[src/rtl/fsm_seq_ctrl_if.sv]
// Bundle between the pattern sequencer and its user / sequenced FSM.
// The master side is the sequencer itself.
interface fsm_seq_ctrl_if #(
  parameter int PAT_W = 8,
  parameter int CNT_W = 4
);
  logic             start;
  logic [PAT_W-1:0] pattern;
  logic [1:0]       target;
  logic [1:0]       fsm_o;
  logic             fsm_clk_en;
  logic             fsm_x;
  logic             fsm_rst;
  logic             busy;
  logic             done;
  logic [CNT_W-1:0] hit_cnt;

  modport master (
    input  start, pattern, target, fsm_o,
    output fsm_clk_en, fsm_x, fsm_rst,
    output busy, done, hit_cnt
  );

  modport slave (
    output start, pattern, target, fsm_o,
    input  fsm_clk_en, fsm_x, fsm_rst,
    input  busy, done, hit_cnt
  );
endinterface

[src/rtl/fsm_seq_ctrl.sv]
// Hardware sequencer: resets a Moore FSM, plays a pattern into x
// on prescaled ticks and counts ticks whose output matches target.
module fsm_seq_ctrl #(
  parameter int PAT_W = 8,
  parameter int DIV   = 4,
  parameter int CNT_W = 4
) (
  input logic clk,
  input logic reset,
  fsm_seq_ctrl_if.master bus
);
  localparam int PW = (DIV > 1) ? $clog2(DIV) : 1;
  localparam int BW = $clog2(PAT_W + 1);
  localparam logic [PW-1:0] PRE_MAX = PW'(DIV - 1);
  localparam logic [BW-1:0] BIT_LAST = BW'(PAT_W - 1);
  localparam logic [CNT_W-1:0] CNT_MAX = '1;

  typedef enum logic [2:0] {
    S_IDLE,
    S_INIT,
    S_RUN,
    S_FLUSH,
    S_DONE
  } state_t;

  state_t           state_q, state_d;
  logic [PW-1:0]    pre_q, pre_d;
  logic [BW-1:0]    bit_q, bit_d;
  logic [PAT_W-1:0] shift_q, shift_d;
  logic [CNT_W-1:0] hit_q, hit_d;
  logic             pend_q, pend_d;
  logic             clk_en_q, clk_en_d;
  logic             x_q, x_d;
  logic             busy_q, busy_d;
  logic             done_q, done_d;
  logic             tick;

  always_comb begin
    state_d = state_q;
    pre_d   = pre_q;
    bit_d   = bit_q;
    shift_d = shift_q;
    hit_d   = hit_q;
    pend_d  = 1'b0;
    tick    = (state_q == S_RUN) && (pre_q == PRE_MAX);

    // FSM output has settled one cycle after its tick
    if (pend_q && (bus.fsm_o == bus.target) && (hit_q != CNT_MAX))
      hit_d = hit_q + 1'b1;

    unique case (state_q)
      S_IDLE: begin
        if (bus.start) begin
          shift_d = bus.pattern;
          hit_d   = '0;
          state_d = S_INIT;
        end
      end
      S_INIT: begin
        pre_d   = '0;
        bit_d   = '0;
        state_d = S_RUN;
      end
      S_RUN: begin
        pre_d = tick ? '0 : pre_q + 1'b1;
        if (tick) begin
          shift_d = {shift_q[PAT_W-2:0], 1'b0};
          bit_d   = bit_q + 1'b1;
          pend_d  = 1'b1;
          if (bit_q == BIT_LAST)
            state_d = S_FLUSH;
        end
      end
      S_FLUSH: state_d = S_DONE;
      S_DONE:  state_d = S_IDLE;
      default: state_d = S_IDLE;
    endcase

    clk_en_d = (state_d == S_RUN) && (pre_d == PRE_MAX);
    x_d      = (state_d == S_RUN) && shift_d[PAT_W-1];
    busy_d   = (state_d != S_IDLE);
    done_d   = (state_d == S_DONE);
  end

  always_ff @(posedge clk) begin
    if (!reset) begin
      state_q  <= S_IDLE;
      pre_q    <= '0;
      bit_q    <= '0;
      shift_q  <= '0;
      hit_q    <= '0;
      pend_q   <= 1'b0;
      clk_en_q <= 1'b0;
      x_q      <= 1'b0;
      busy_q   <= 1'b0;
      done_q   <= 1'b0;
    end else begin
      state_q  <= state_d;
      pre_q    <= pre_d;
      bit_q    <= bit_d;
      shift_q  <= shift_d;
      hit_q    <= hit_d;
      pend_q   <= pend_d;
      clk_en_q <= clk_en_d;
      x_q      <= x_d;
      busy_q   <= busy_d;
      done_q   <= done_d;
    end
  end

  assign bus.fsm_rst    = ~reset | (state_q == S_INIT);
  assign bus.fsm_clk_en = clk_en_q;
  assign bus.fsm_x      = x_q;
  assign bus.busy       = busy_q;
  assign bus.done       = done_q;
  assign bus.hit_cnt    = hit_q;
endmodule

[src/flat_wrapper.sv]
// flat-port wrapper written by rule: the top's interface ports become plain ports
module fsm_seq_ctrl_flat 
#(
  parameter int PAT_W = 8,
  parameter int DIV   = 4,
  parameter int CNT_W = 4
)
  (clk, reset, bus_start, bus_pattern, bus_target, bus_fsm_o, bus_fsm_clk_en, bus_fsm_x, bus_fsm_rst, bus_busy, bus_done, bus_hit_cnt);
  fsm_seq_ctrl_if #(.PAT_W(PAT_W), .CNT_W(CNT_W)) bus_i ();
  input logic clk;
  input logic reset;
  input wire logic [$bits(bus_i.start)-1:0] bus_start;
  input wire logic [$bits(bus_i.pattern)-1:0] bus_pattern;
  input wire logic [$bits(bus_i.target)-1:0] bus_target;
  input wire logic [$bits(bus_i.fsm_o)-1:0] bus_fsm_o;
  output wire logic [$bits(bus_i.fsm_clk_en)-1:0] bus_fsm_clk_en;
  output wire logic [$bits(bus_i.fsm_x)-1:0] bus_fsm_x;
  output wire logic [$bits(bus_i.fsm_rst)-1:0] bus_fsm_rst;
  output wire logic [$bits(bus_i.busy)-1:0] bus_busy;
  output wire logic [$bits(bus_i.done)-1:0] bus_done;
  output wire logic [$bits(bus_i.hit_cnt)-1:0] bus_hit_cnt;
  assign bus_i.start = bus_start;
  assign bus_i.pattern = bus_pattern;
  assign bus_i.target = bus_target;
  assign bus_i.fsm_o = bus_fsm_o;
  assign bus_fsm_clk_en = bus_i.fsm_clk_en;
  assign bus_fsm_x = bus_i.fsm_x;
  assign bus_fsm_rst = bus_i.fsm_rst;
  assign bus_busy = bus_i.busy;
  assign bus_done = bus_i.done;
  assign bus_hit_cnt = bus_i.hit_cnt;
  fsm_seq_ctrl #(.PAT_W(PAT_W), .DIV(DIV), .CNT_W(CNT_W)) u_core (.clk(clk), .reset(reset), .bus(bus_i));
endmodule
[config.mk]
export PLATFORM = sky130hd
export DESIGN_NAME = fsm_seq_ctrl_flat
export DESIGN_NICKNAME = d
export VERILOG_FILES = /design/src/rtl/fsm_seq_ctrl_if.sv /design/src/rtl/fsm_seq_ctrl.sv /design/src/flat_wrapper.sv
export SDC_FILE = /design/constraint.sdc
export NUM_CORES = 1
export LEC_CHECK = 0
export CAP_MARGIN = 20
export CELL_PAD_IN_SITES_DETAIL_PLACEMENT = 0
export CELL_PAD_IN_SITES_GLOBAL_PLACEMENT = 1
export CORE_MARGIN = 1.5
export CORE_UTILIZATION = 28
export CTS_CLUSTER_DIAMETER = 150
export DETAILED_ROUTE_END_ITERATION = 7
export PLACE_DENSITY_LB_ADDON = 0.25
export SYNTH_ARGS = -nofsm -noshare
export SYNTH_HDL_FRONTEND = slang
export SYNTH_SLANG_ARGS = --single-unit
[constraint.sdc]
create_clock -name clk -period 1.8 [get_ports clk]
set_input_delay 0.27 -clock clk [delete_from_list [all_inputs] [get_ports clk]]
set_output_delay 0.27 -clock clk [all_outputs]
set_load 0.1 [all_outputs]
* Word level (Yosys, flattened, before mapping)
Cells that the tools add are included.
Widths: inputs -> output; s select.
** Cells by class
- Reduce and logical (&&, ||, !) cells :: 12
- Bitwise operators :: 2
- Add/subtract/negate cells :: 3
- Muxes and demuxes :: 15
- Equality and inequality tests :: 12
** Operator list (number)
- $mux 4 :: 4
- $mux 8 :: 2
- $pmux 8 s2 :: 1
- $pmux 3 s4 :: 1
- $eq 3x2->1 const B :: 3
- $mux 3 :: 3
- $add 4x1->4 const B :: 2
- $pmux 4 s2 :: 1
- $logic_and 1x1->1 :: 5
- $eq 2x2->1 const B :: 2
- $eq 4x3->1 const B :: 1
- $ne 4x4->1 const B :: 1
- $pmux 2 s2 :: 1
- $reduce_and 2->1 :: 2
- $reduce_bool 2->1 :: 2
- $eq 3x1->1 const B :: 1
- $eq 3x3->1 const B :: 1
- $logic_not 3->1 :: 1
- $reduce_and 3->1 :: 1
- $reduce_bool 3->1 :: 1
- $add 2x1->2 const B :: 1
- $eq 2x2->1 :: 1
- $mux 2 :: 1
- $ne 2x1->1 const B :: 1
- 4 further kinds :: 4
** Word-level totals
- Input port bits :: 15
- Bits in registers :: 26
- Logic and storage cells :: 55

* Longest topological paths before layout
Gate-level depths: netlist of run 1.
- Depth in word-level cells :: 6
- Gate-level depth with buffers :: 6
- Depth with buffers taken out :: 5

* Worst setup path before layout of run 1
Ideal clock, no wire load.
- Kind :: register to output
- Start point :: reg u_core.state_q[2]
- End point :: out bus_fsm_rst
- Arrival time :: 1.654 ns
- Slack :: -0.124 ns
- Data required time :: 1.530 ns
- Stages on the path, launching flop included :: 4
- Cell sequence :: dfxtp_1 buf_2 nor3b_1 nand2b_1
** On the way
- Cells in the longest elaborated chain, start to end :: 2
** RTL lines
- start: declaration :: line fsm_seq_ctrl.sv:26 : state_t state_q, state_d;
- start signal: assignment :: line fsm_seq_ctrl.sv:98 : state_q <= state_d;
- $eq 3x1->1 :: line fsm_seq_ctrl.sv:111 : assign bus.fsm_rst = ~reset | (state_q == S_INIT);
- $or 1x1->1 :: line fsm_seq_ctrl.sv:111
- end: declaration :: line flat_wrapper.sv:18 : output wire logic [$bits(bus_i.fsm_rst)-1:0] bus_fsm_rst;
No other way between the ends.

* Worst setup path after layout of run 1
- Start point :: reg u_core.pre_q[0]
- End point :: reg u_core.busy_q (netlist: u_core.bus.busy)
** On the way
- Cells in the longest elaborated chain, start to end :: 5
** RTL lines
- start: declaration :: line fsm_seq_ctrl.sv:27 : logic [PW-1:0] pre_q, pre_d;
- start signal: assignment :: line fsm_seq_ctrl.sv:99 : pre_q <= pre_d;
- $eq 2x2->1 :: line fsm_seq_ctrl.sv:45 : tick = (state_q == S_RUN) && (pre_q == PRE_MAX);
- $logic_and 1x1->1 :: line fsm_seq_ctrl.sv:45
- $mux 3 :: line fsm_seq_ctrl.sv:66 : if (tick) begin
- $pmux 3 s4 :: line fsm_seq_ctrl.sv:51 : unique case (state_q)
- $reduce_bool 3->1 :: line fsm_seq_ctrl.sv:81 : busy_d = (state_d != S_IDLE);
- end signal: assignment :: line fsm_seq_ctrl.sv:106 : busy_q <= busy_d;
- end: declaration :: line fsm_seq_ctrl.sv:34 : logic busy_q, busy_d;
No other way between the ends.
A chain may end at the register's enable or synchronous reset.

==> results of run 1 <==
[worst min-delay path, cell delays in order (launching register included)]
cell and delay (ns):
dfxtp_1 0.32, nand2_1 0.05, a21oi_1 0.05
[power by group]
group | leakage, nW | switching, mW | total [mW] | internal [mW]
clock | 0.0288 | 0.182 | 0.377 | 0.195
combinational | 0.357 | 0.131 | 0.233 | 0.102
sequential | 0.212 | 0.0117 | 0.612 | 0.600
[layout make-up]
class | count | area, µm²
multi-input combinational | 86 | 564
timing repair buffer | 35 | 323
inverter | 5 | 18.8
tap | 48 | 60.1
clock buffer | 4 | 55.1
fill | 376 | 2230
sequential | 26 | 523
[repair_timing]
action | 4_1_cts | 5_1_grt
resized for setup | 0 | 1
endpoints found under the setup margin | 0 | 1
hold buffers | 0 | 0
[metrics by stage]
stage / hold WS, ns / worst slack [ns] / instance area [µm²]
after floorplan: 0.392 / 0.138 / 1140
after global placement: 0.443 / 0.0812 / 1480
after detailed placement: 0.450 / 0.0543 / 1480
after CTS: 0.464 / 0.0888 / 1540
after global routing: 0.489 / 0.0128 / 1540
final: 0.462 / 0.107 / 1540
[cells in the mapped netlist, drive strengths merged]
library cell,count,area [µm²]
a311o,1,10.0
a32o,1,10.0
a21o,1,7.51
buf,5,33.8
o32ai,1,8.76
and3,2,12.5
clkbuf,1,3.75
nand3,3,15.0
nor4b,3,47.5
nor4bb,1,10.0
and2,3,18.8
nor3b,1,7.51
nor2,10,40.0
o2111ai,1,8.76
or3,3,18.8
nand2b,2,12.5
o21ai,7,35.0
a22oi,7,52.6
a21oi,13,65.1
dfxtp,26,521
xnor2,3,26.3
xor2,3,26.3
nor4,3,18.8
nand4,1,6.26
o22ai,1,6.26
nand2,10,37.5
nor3,1,5.00
ha,3,37.5
inv,5,18.8
and4bb,1,12.5
[flip-flops by register name, indices dropped and copies added, names as in the netlist]
| signal | flops |
|---|---|
| u_core.bus.done | 1 |
| u_core.shift_q | 8 |
| u_core.bus.fsm_x | 1 |
| u_core.bus.busy | 1 |
| u_core.bit_q | 4 |
| u_core.pend_q | 1 |
| u_core.bus.fsm_clk_en | 1 |
| u_core.bus.hit_cnt | 4 |
| u_core.pre_q | 2 |
| u_core.state_q | 3 |
[kinds of logic after synthesis]
family,after synthesis
AND/OR/NAND/NOR,44
XOR/XNOR,6
buffers and inverters,11
flip-flops,26
adder cells (fa/ha/maj),3
AO/OA/AOI/OAI,33
[worst max-delay path by stage]
stage | slack (ns) | depth (start not counted) | endpoint | startpoint
3_3_place_gp | 0.08 | 5 | u_core.bus.fsm_x | bus_start
4_1_cts | 0.09 | 5 | u_core.bus.busy | u_core.pre_q[0]
6_report | 0.11 | 5 | u_core.bus.busy | u_core.pre_q[0]
5_1_grt | 0.01 | 5 | u_core.bus.busy | u_core.pre_q[0]
3_5_place_dp | 0.05 | 5 | u_core.bus.fsm_x | bus_start
2_1_floorplan | 0.14 | 4 | u_core.bus.hit_cnt[3] | u_core.bus.hit_cnt[2]
[per-layer routing]
metal  track usage [%]  vias to the layer above  routed length [µm]
li1                  -                      509                   -
met1              15.7                      464                1150
met2              20.9                       21                1210
met3              3.38                        2                  96
met4              2.30                        0                  12
met5                 0                        -                   0
[cells in the final DEF (no fill, tap or decap), drive strengths merged, types with 2 or more instances in the layout]
| cell | instances |
|---|---|
| clkdlybuf4s50 | 14 |
| o21ai | 7 |
| xor2 | 3 |
| inv | 5 |
| a22oi | 7 |
| buf | 21 |
| nand2b | 2 |
| nor4 | 3 |
| nand3 | 3 |
| xnor2 | 3 |
| clkbuf | 4 |
| nor2 | 10 |
| and3 | 2 |
| nand2 | 10 |
| ha | 3 |
| nor4b | 3 |
| and2 | 3 |
| a21oi | 13 |
| dfxtp | 26 |
| or3 | 3 |
==> metrics.txt, run 1 <==
status complete, no violations; max-slew violation count 0; Post-Synth Simple-Gate Area 23.2%; largest net degree at the start of global routing 15; CP Launch Type flop; crit-path leading delay family simple AND/OR/NAND/NOR gates; Non-Filler Instances 204; TNS Setup 0 ns; post-synthesis net count 141; r2r worst-path depth 5; post-route antenna net violation count 0; GR Util All Layers 12.3%; CTS clk-pin slew, worst paths 0.09 ns; DP HPWL about 1900 µm; Achievable Freq a little under 0.6 GHz; hold endpoint u_core.shift_q[4]; main combinational cell family by area after synthesis simple AND/OR/NAND/NOR gates; Gate Count Post-Synth 123; synthesized flop and latch total 26; initial antenna violation count 0; CP Max Fanout 8; TritonCTS clock tree built; # IOs 24; final net count 175; Die Area 4440 µm²; Post-Synth Adder-Cell Area 3.31%; clock skew between 0.003 and 0.004 ns; drt first pass iters 6; Peak VDD IR 0.000461 V; clk buf depth 2; Crit path required time roughly 2 ns; Setup CP Type flop to flop; postcts setup bufs 0; clk sinks 26; global placer's final weighted congestion 0.770; R2R Setup Slk ~0.11 ns; Final Core Density around 41%; total grt overflow 0; Period Utilization, post-route 94.0%; Die W 66.6 µm; H-tree levels 1; Synth Area in Compound Gates between 10% and 20%; min Tclk post-route 1.69 ns; hold depth 2; area grow syn2layout 36.2%; share of cells above drive strength 1 20.5%; core area 3770 µm²; Vias between 900 and 1000; Tightest Pin Transition 0.328 ns; Seq/Total Area, Yosys 45.9%; die height 66.6 µm; Via density 4.88; Slew headroom approximately 78%; worst path buffer plus inverter count 0; placed insts 200; DRC violations left 0; leakage power 0.598 nW; Crit. End Element flop; root buf cell clkbuf_8; reg2reg start u_core.pre_q[0]; synth unique cells 35; Tot Pwr 1.22 mW; cts bufs inserted 3; first-pass GRT wire length 4180 µm; First DRT Iteration DRCs 33; num rows 22; Skew-Pair Late Insertion Delay about 0.27 ns; Syn Std Cell Area 1130 µm²; Fin. Hold Viols 0; crit-path max cell delay approximately 0.35 ns; initial core utilization 30.1%; CP Cell Sequence ha_1 -> and4bb_1 -> a21o_1 -> and2_1 -> or3_1; multiplexer area fraction after synthesis 0%; vias in the first global route 964; Synth Warn # 0; Synth Area in XOR/XNOR 4.64%; Pwr per Cell Area 791 nW/µm²; Ant. Diodes 0; worst path arrival time approximately 1.9 ns; hold crit path type flop to flop; Max Cap Viol 0; RSZ-0062 raised after global routing no; Syn Area/Cell just over 9 µm²; reg2reg end u_core.bus.busy; Port Buffers 23; final WL 2470 µm; CP max-delay cell dfxtp_1; final setup fails 0; HP Start u_core.shift_q[4]; wire per inst 12.1 µm
No activity file was read; power rests on OpenSTA's default activity.
==> inputs of run 2 (changes only) <==
- SETUP_SLACK_MARGIN: unset -> 0.02
==> run 2 against run 1 <==
Final cell count is the same. Flip-flop and latch count unchanged. Via count up 0.20%. Largest power group unchanged. Clock skew hardly changed. Critical path depth unchanged. Utilization unchanged. Highest routed layer unchanged. Clock power barely moved. Combinational power about the same.
==> metrics.txt, run 2 (synthesis gave the netlist of run 1 again) <==
initial core utilization between 30% and 40%; Worst setup startpoint u_core.pre_q[0]; first-pass GRT wire length 4180 µm; reg2reg end u_core.bus.busy; core area 3770 µm²; postcts setup bufs 0; Via density around 4.9; reg2reg start u_core.pre_q[0]; Peak VDD IR 0.000461 V; RSZ-0062 raised after global routing no; Max Cap Viol 0; hold crit path type flop to flop; CP Cell Sequence ha_1 -> and4bb_2 -> a21o_1 -> and2_1 -> or3_1; CP max-delay cell dfxtp_1; most flop-heavy register u_core.shift_q; TritonCTS clock tree built; min Tclk post-route 1.67 ns; Port Buffers 23; wire per inst 12.1 µm; Pwr per Cell Area 791 nW/µm²; Crit. End Element flop; vias in the first global route 964; die height 66.6 µm; DP HPWL 1850 µm; DRC violations left 0; Die Area ~4400 µm²; r2r worst-path depth 5; First DRT Iteration DRCs 41; Crit path depth 5; worst path buffer plus inverter count 0; Die W 66.6 µm; cts bufs inserted 3; share of cells above drive strength 1 21.2%; final net count 175; Ant. Diodes 0; final WL 2470 µm; clk sinks 26; CP Launch Type flop; R2R Setup Slk 0.13 ns; largest net degree at the start of global routing 15; max reg flops 8; GR Util All Layers 12.3%; post-route design area 1540 µm²; CTS clk-pin slew, worst paths roughly 0.090 ns; # IOs 24; Fin. Hold Viols 0; global placer's final weighted congestion roughly 0.77; root buf cell clkbuf_8; Final Core Density between 40 and 50%; most frequent cells in the layout dfxtp_1, buf_4, clkdlybuf4s50_1, a21oi_1, nand2_1; critical path endpoint u_core.bus.busy; TNS Setup 0 ns; most common cell after layout, fill and taps aside dfxtp_1; area grow syn2layout 36.2%; max-slew violation count 0; Setup CP Type flop to flop; final setup fails 0; Vias 998; clk buf depth 2; crit-path leading delay family simple AND/OR/NAND/NOR gates; leakage power between 0.5 and 0.6 nW; num rows 22; Tightest Pin Transition 0.328 ns; crit-path max cell delay 0.35 ns; initial antenna violation count 0; clock skew 0.00307 ns; Cell Area, Placed 1480 µm²; Slew headroom a little under 80%; status complete, no violations; worst path arrival time 1.83 ns; Crit path required time 1.96 ns; drt first pass iters 6; CP Max Fanout 8; Skew-Pair Late Insertion Delay ~0.27 ns; post-route antenna net violation count 0; H-tree levels 1; Period Utilization, post-route between 90% and 100%; total grt overflow 0; Achievable Freq 0.598 GHz
run 2: changes by cell type in the layout (fill, tap and decap cells not counted):
| cell | change |
|---|---|
| and4bb_2 | +1 |
| and4bb_1 | -1 |
run 2: repair_timing:
action / in CTS / in global routing
setup endpoints to repair: 0 / 2
hold buffers: 0 / 0
gates resized for setup: 0 / 2
run 2: tightest hold or removal path, delay by kind of cell, from the launching register on:
kind | cells | cell delay (ns)
AOI/OAI and AO/OA | 1 | 0.05
and+or+nand+nor | 1 | 0.05
DFF | 1 | 0.32
run 2: worst min path at each step:
stage,startpoint,endpoint,slack (ns),depth (start not counted)
after detailed placement,u_core.shift_q[4],u_core.shift_q[4],0.45,2
after CTS,u_core.shift_q[4],u_core.shift_q[4],0.46,2
after global placement,u_core.shift_q[4],u_core.shift_q[4],0.44,2
after global routing,u_core.shift_q[3],u_core.shift_q[3],0.49,2
after floorplan,reset,u_core.pend_q,0.39,1
final,u_core.shift_q[3],u_core.shift_q[3],0.46,2
run 2: area by class of cell:
class | count | area (µm²)
Fill cell | 376 | 2230
Multi-Input combinational cell | 86 | 564
Sequential cell | 26 | 523
Timing Repair Buffer | 35 | 323
Tap cell | 48 | 60.1
Clock buffer | 4 | 55.1
Inverter | 5 | 18.8
run 2: power by group:
group | internal [mW] | switching, mW
logic | 0.102 | 0.131
registers | 0.600 | 0.0117
clock network | 0.195 | 0.182
run 2: per-layer routing:
layer	part of all wire (%)	global-route usage (%)	routed length [µm]	vias to the layer above
li1	-	-	-	509
met1	46	15.7	1140	464
met2	49	20.9	1210	23
met3	4.2	3.38	103	2
met4	0.49	2.30	12	0
met5	0	0	0	-
run 2: metrics by stage:
stage                     power [mW]  cells  hold WS [ns]  setup slack (ns)
final                           1.22    204         0.462             0.128
after global routing            1.29    204         0.489            0.0409
after CTS                       1.25    204         0.464            0.0888
after detailed placement       0.860    200         0.450            0.0543
after global placement         0.855    200         0.443            0.0812
after floorplan                0.770    123         0.392             0.138
